`config.mk`:
```
export PLATFORM = sky130hd
export DESIGN_NAME = program_loader
export DESIGN_NICKNAME = d
export VERILOG_FILES = /design/src/rtl/program_loader.sv
export SDC_FILE = /design/constraint.sdc
export NUM_CORES = 1
export LEC_CHECK = 0
export CAP_MARGIN = 10
export CELL_PAD_IN_SITES_DETAIL_PLACEMENT = 2
export CELL_PAD_IN_SITES_GLOBAL_PLACEMENT = 2
export CORE_UTILIZATION = 30
export DETAILED_ROUTE_END_ITERATION = 8
export GPL_TIMING_DRIVEN = 0
export PLACE_DENSITY_LB_ADDON = 0.1
export SYNTH_ARGS = -nofsm -noshare
export SYNTH_HDL_FRONTEND = slang
export SYNTH_SLANG_ARGS = --single-unit
```
`constraint.sdc`:
```
create_clock -name clk -period 2 [get_ports clk]
set_clock_uncertainty 0.15 [all_clocks]
set_input_delay 0.4 -clock clk [delete_from_list [all_inputs] [get_ports clk]]
set_output_delay 0.4 -clock clk [all_outputs]
set_load 0.005 [all_outputs]
```
`src/rtl/program_loader.sv`:
```
// program_loader: byte-stream loader that frames, checks and writes 12-bit
// instructions into instruction memory, holding the core until the frame
// completes and then releasing it at the frame's start address.
//
// Frame: 0xA5, ADDR, LEN, LEN x (HI, LO), [CHK]
// Optional build macro: LOADER_CHECKSUM_EN adds the trailing CHK byte, which
// must equal (ADDR + LEN + all HI + all LO) mod 256.
//
// Handshake: a byte moves only on a cycle where in_valid and in_ready are both
// high; in_ready is low only while reset is asserted, and a low in_valid simply
// stalls the FSM in its current state.
module program_loader #(
  parameter int WORD_RANGE        = 8,
  parameter int INST_RANGE        = 12,
  parameter int OP_CODE_RANGE     = 4,
  parameter int MEMORY_WORD_COUNT = 256
) (
  input  logic                  clk,
  input  logic                  reset,
  input  logic [WORD_RANGE-1:0] in_data,
  input  logic                  in_valid,
  output logic                  in_ready,
  output logic                  mem_we,
  output logic [WORD_RANGE-1:0] mem_addr,
  output logic [INST_RANGE-1:0] mem_data,
  output logic                  core_hold,
  output logic [WORD_RANGE-1:0] run_pc,
  output logic                  run_start,
  output logic                  busy,
  output logic                  error
);

  localparam logic [WORD_RANGE-1:0] SYNC_BYTE = WORD_RANGE'(8'hA5);
  localparam logic [WORD_RANGE-1:0] LAST_ADDR = WORD_RANGE'(MEMORY_WORD_COUNT - 1);
  localparam logic [WORD_RANGE-1:0] ONE       = WORD_RANGE'(1);

`ifdef LOADER_CHECKSUM_EN
  typedef enum logic [2:0] {
    IDLE     = 3'd0,
    GET_ADDR = 3'd1,
    GET_LEN  = 3'd2,
    GET_HI   = 3'd3,
    GET_LO   = 3'd4,
    GET_CHK  = 3'd5,
    DONE     = 3'd6,
    ERROR    = 3'd7
  } state_t;
  // After the last payload word the checksum byte is still outstanding.
  localparam state_t AFTER_LAST = GET_CHK;
`else
  typedef enum logic [2:0] {
    IDLE     = 3'd0,
    GET_ADDR = 3'd1,
    GET_LEN  = 3'd2,
    GET_HI   = 3'd3,
    GET_LO   = 3'd4,
    DONE     = 3'd6,
    ERROR    = 3'd7
  } state_t;
  // Without checksums the frame ends with the last payload word.
  localparam state_t AFTER_LAST = DONE;
`endif

  state_t state;
  state_t state_next;

  logic                     fire;
  logic                     is_sync;
  logic                     hi_bad;
  logic                     last_word;
  logic [WORD_RANGE-1:0]    ptr;
  logic [WORD_RANGE-1:0]    count;
  logic [OP_CODE_RANGE-1:0] nibble;
`ifdef LOADER_CHECKSUM_EN
  logic [WORD_RANGE-1:0]    sum;
`endif

  assign in_ready  = ~reset;
  assign fire      = in_valid & in_ready;
  assign is_sync   = (in_data == SYNC_BYTE);
  // Only the low nibble of HI belongs to the instruction; anything above it is malformed.
  assign hi_bad    = |in_data[WORD_RANGE-1:OP_CODE_RANGE];
  assign last_word = (count == ONE);

  // State register.
  always_ff @(posedge clk) begin
    if (reset) state <= IDLE;
    else       state <= state_next;
  end

  // Next-state and state-decoded outputs.
  always_comb begin
    state_next = state;
    core_hold  = 1'b0;
    busy       = 1'b0;
    error      = 1'b0;
    run_start  = 1'b0;
    case (state)
      IDLE: begin
        if (fire && is_sync) state_next = GET_ADDR;
      end
      GET_ADDR: begin
        core_hold = 1'b1;
        busy      = 1'b1;
        if (fire) state_next = GET_LEN;
      end
      GET_LEN: begin
        core_hold = 1'b1;
        busy      = 1'b1;
        if (fire) state_next = (in_data == '0) ? AFTER_LAST : GET_HI;
      end
      GET_HI: begin
        core_hold = 1'b1;
        busy      = 1'b1;
        if (fire) state_next = hi_bad ? ERROR : GET_LO;
      end
      GET_LO: begin
        core_hold = 1'b1;
        busy      = 1'b1;
        if (fire) state_next = last_word ? AFTER_LAST : GET_HI;
      end
`ifdef LOADER_CHECKSUM_EN
      GET_CHK: begin
        core_hold = 1'b1;
        busy      = 1'b1;
        if (fire) state_next = (in_data == sum) ? DONE : ERROR;
      end
`endif
      DONE: begin
        run_start  = 1'b1;
        state_next = IDLE;
      end
      ERROR: begin
        // The core stays held: memory may contain a partial frame.
        core_hold = 1'b1;
        error     = 1'b1;
        if (fire && is_sync) state_next = GET_ADDR;
      end
      default: state_next = IDLE;
    endcase
  end

  // Frame datapath: pointer, count, nibble, run_pc and the registered write port.
  always_ff @(posedge clk) begin
    if (reset) begin
      ptr      <= '0;
      count    <= '0;
      nibble   <= '0;
      run_pc   <= '0;
      mem_we   <= 1'b0;
      mem_addr <= '0;
      mem_data <= '0;
    end else begin
      mem_we <= 1'b0;
      if (fire) begin
        case (state)
          GET_ADDR: begin
            ptr    <= in_data;
            run_pc <= in_data;
          end
          GET_LEN: count  <= in_data;
          GET_HI:  nibble <= in_data[OP_CODE_RANGE-1:0];
          GET_LO: begin
            mem_we   <= 1'b1;
            mem_addr <= ptr;
            mem_data <= {nibble, in_data};
            ptr      <= (ptr == LAST_ADDR) ? '0 : ptr + ONE;
            count    <= count - ONE;
          end
          default: ;
        endcase
      end
    end
  end

`ifdef LOADER_CHECKSUM_EN
  // Running checksum over every byte after the sync byte, restarted at each sync.
  always_ff @(posedge clk) begin
    if (reset) begin
      sum <= '0;
    end else if (fire) begin
      case (state)
        IDLE, ERROR:                    if (is_sync) sum <= '0;
        GET_ADDR, GET_LEN, GET_HI, GET_LO: sum <= sum + in_data;
        default: ;
      endcase
    end
  end
`endif

endmodule

```
==> summary.txt, run 1 <==
Timing
  • Worst-margin pin slew: 717 ps
  • Slew Viols, Final: 0
  • Final Hold Viols: 0
  • Setup TNS: 0 ps
  • Final setup violating endpoints: 0
  • Period minus WS final: 1960 ps
  • Min Hold Slack: 202 ps
  • Fin crit share: 98.1%
  • Final worst slack: 38.5 ps
  • Achievable Freq: 510 MHz
  • Max transition margin: 52.2%

Power
  • IR drop worst, VDD: 0.296 mV
  • Leak: 1.18 nW
  • Power Dens Cells: 524 nW/um^2

Critical path
  • CP endpoint kind: flop
  • Data arrival, critical path: 2010 ps
  • Reg2Reg Depth: 4
  • Max Fanout on Critical Path: 8
  • Critical path launch point type: primary input
  • Critical path class: in -> reg
  • CP required: 2040 ps

Finish
  • Layout area overhead: 39.6%
  • Most common cell after layout, fill and taps aside: nand2_1
  • Non-filler cells, final: 475
  • Ant diodes: 0
  • Most frequent cells in the layout: nand2_1, dfxtp_1, o21ai_0, clkdlybuf4s50_1, buf_4
  • FILL cells: 892
  • Layout cells sized above 1: 20.1%
  • Final net count: 386

Run status
  • Status: finished clean

Route
  • Via/cell ratio: 5.40
  • Remaining DRCs: 0
  • DRT Pass-1 Iters: 4
  • Avg WL per Cell: 19.4 um
  • DRT Wirelength: 9.24 mm
  • Vias: 2,564
  • DR iter-0 viols: 89
  • Post-DRT Antenna Nets: 0

Job
  • Max-cap violations: 0

GRT
  • Largest net degree at the start of global routing: 18
  • First-pass GRT wire length: 14.8 mm
  • Overall Global Routing Usage: 22.6%
  • GR Overflow Total: 0
  • Vias in the first global route: 2,710
  • Initial antenna violation count: 0

Die
  • Ports: 45
  • Core area: 7770 sq um
  • Initial Utilization: 31.3%
  • Die Y: 92.0 um
  • Num rows: 32
  • Die width: 92.0 um
  • Die ar.: 8470 sq um

Synthesis
  • Async SR Flop Fraction: 0%
  • EDFF count, synth: 0
  • Main synth FF type: dfxtp_1
  • FF+latch count, synth: 52
  • Mapped Nets: 322
  • Synthesized area: 2430 sq um
  • Avg Synthesized Cell Area: 7.90 sq um
  • Cells after Synth: 308
  • Seq/Total Area, Yosys: 42.8%
  • Post-synth cell types: 56
  • Warnings, synthesis: 0

Min path
  • Worst Hold Depth: 2
  • Worst Hold Class: in -> reg

CTS
  • H-tree Lvls: 2
  • Clk Latency, worst-skew pair: 320 ps
  • Clk sink count: 52
  • Hold_buf cts: 0
  • CTS tree: yes
  • Num CTS Buffers: 5
  • Root Driver: clkbuf_8
  • Max Root-Sink Buffers: 2
  • Clock-pin slew on the worst setup and hold paths: 110 ps

Placed design
  • Gpl congestion: 0.780
  • Placed Cells: 453
  • Hpwl dp: 6.16 mm
  • PortBufs: 43
  • Dpl ws: -735 ps
## cell type report
type / instances / area, sq um / share of cell area (%)
Sequential cell: 52 / 1050 / 31.0
Multi-Input combinational cell: 225 / 1390 / 40.9
Timing Repair Buffer: 60 / 564 / 16.6
Tap cell: 102 / 128 / 3.76
Inverter: 12 / 52.6 / 1.55
Clock inverter: 3 / 21.3 / 0.627
Clock buffer: 5 / 68.8 / 2.03
Buffer: 16 / 120 / 3.54
## through the flow
stage                     area, sq um  util (%)  total power [W]
after floorplan                  2430         -          0.00110
after global routing             3390      43.7          0.00185
after detailed placement         2990      38.5          0.00116
after CTS                        3270      42.1          0.00180
after global placement           2990      38.5          0.00116
final                            3390      43.7          0.00178
## metal layers
layer / vias to the layer above / global-route usage [%] / part of all wire, % / wire length [um]
li1: 1220 / - / - / -
met1: 1290 / 29.3 / 46 / 4250
met2: 43 / 38.1 / 49 / 4530
met3: 11 / 3.57 / 3.5 / 324
met4: 0 / 7.68 / 1.5 / 136
met5: - / 0 / 0 / 0
## critical path, stage by stage
cell	delay, ps
clkdlybuf4s50_1	560
nand2b_2	220
nor3_2	510
mux2i_1	250
nor2_1	60
## kinds of logic (layout without fill, tap and decap cells)
family / count (synthesis) / count (layout) / synth area share (%)
and+or+nand+nor: 127 / 127 / 24.9
buffers and inverters: 31 / 96 / 5.14
DFF: 52 / 52 / 42.8
muxes: 5 / 5 / 2.06
AOI/OAI and AO/OA: 86 / 86 / 22.1
adders and majority gates: 3 / 3 / 1.54
xor gates and xnor gates: 4 / 4 / 1.44
## sequential cells by signal, summed over array words and instances (netlist names)
signal    flops
mem_addr      8
count         8
nibble        4
run_pc        8
ptr           8
state         3
mem_we        1
mem_data     12
## power breakdown
part / leakage [nW] / switching (W) / internal [W]
combinational: 0.711 / 0.0000732 / 0.0000368
sequential: 0.421 / 0.00000167 / 0.00103
clock: 0.0445 / 0.000387 / 0.000250
total: 1.18 / 0.000462 / 0.00132
## cells in the mapped netlist (all sizes together) (4+ instances only)
| master | n | area, sq um |
|---|---|---|
| a21oi | 14 | 70.1 |
| a31oi | 4 | 25.0 |
| buf | 7 | 35.0 |
| clkbuf | 12 | 45.0 |
| dfxtp | 52 | 1040 |
| inv | 11 | 41.3 |
| mux2i | 5 | 50.1 |
| nand2 | 69 | 259 |
| nand2b | 4 | 25.0 |
| nand3 | 7 | 35.0 |
| nor2 | 14 | 52.6 |
| nor3 | 13 | 75.1 |
| nor4 | 4 | 31.3 |
| o21ai | 37 | 185 |
## path summary, 6_finish.rpt
kind / start / end / slack [ps]
setup / recovery: in_valid / nibble[2] / 40
hold / removal: reset / state[1] / 200
hold reg to reg: mem_data[8] / mem_data[8] / 310
setup reg to reg: count[0] / count[5] / 80
## what timing repair did
item	CTS	global route
setup endpoints to repair	48	33
setup buffers	8	8
pin swaps	3	5
resized for setup	51	22
gates cloned	0	1
(Power assumes the default switching activity.)
==> inputs of run 2 (changes only) <==
--- a/config.mk
+++ b/config.mk
@@ -5,7 +5,7 @@
 export SDC_FILE = /design/constraint.sdc
 export NUM_CORES = 1
 export LEC_CHECK = 0
-export CAP_MARGIN = 10
+export CAP_MARGIN = 20
 export CELL_PAD_IN_SITES_DETAIL_PLACEMENT = 2
 export CELL_PAD_IN_SITES_GLOBAL_PLACEMENT = 2
 export CORE_UTILIZATION = 30
==> results of run 2 <==
Same layout as run 1: the final DEF is identical, and so are final timing and power.
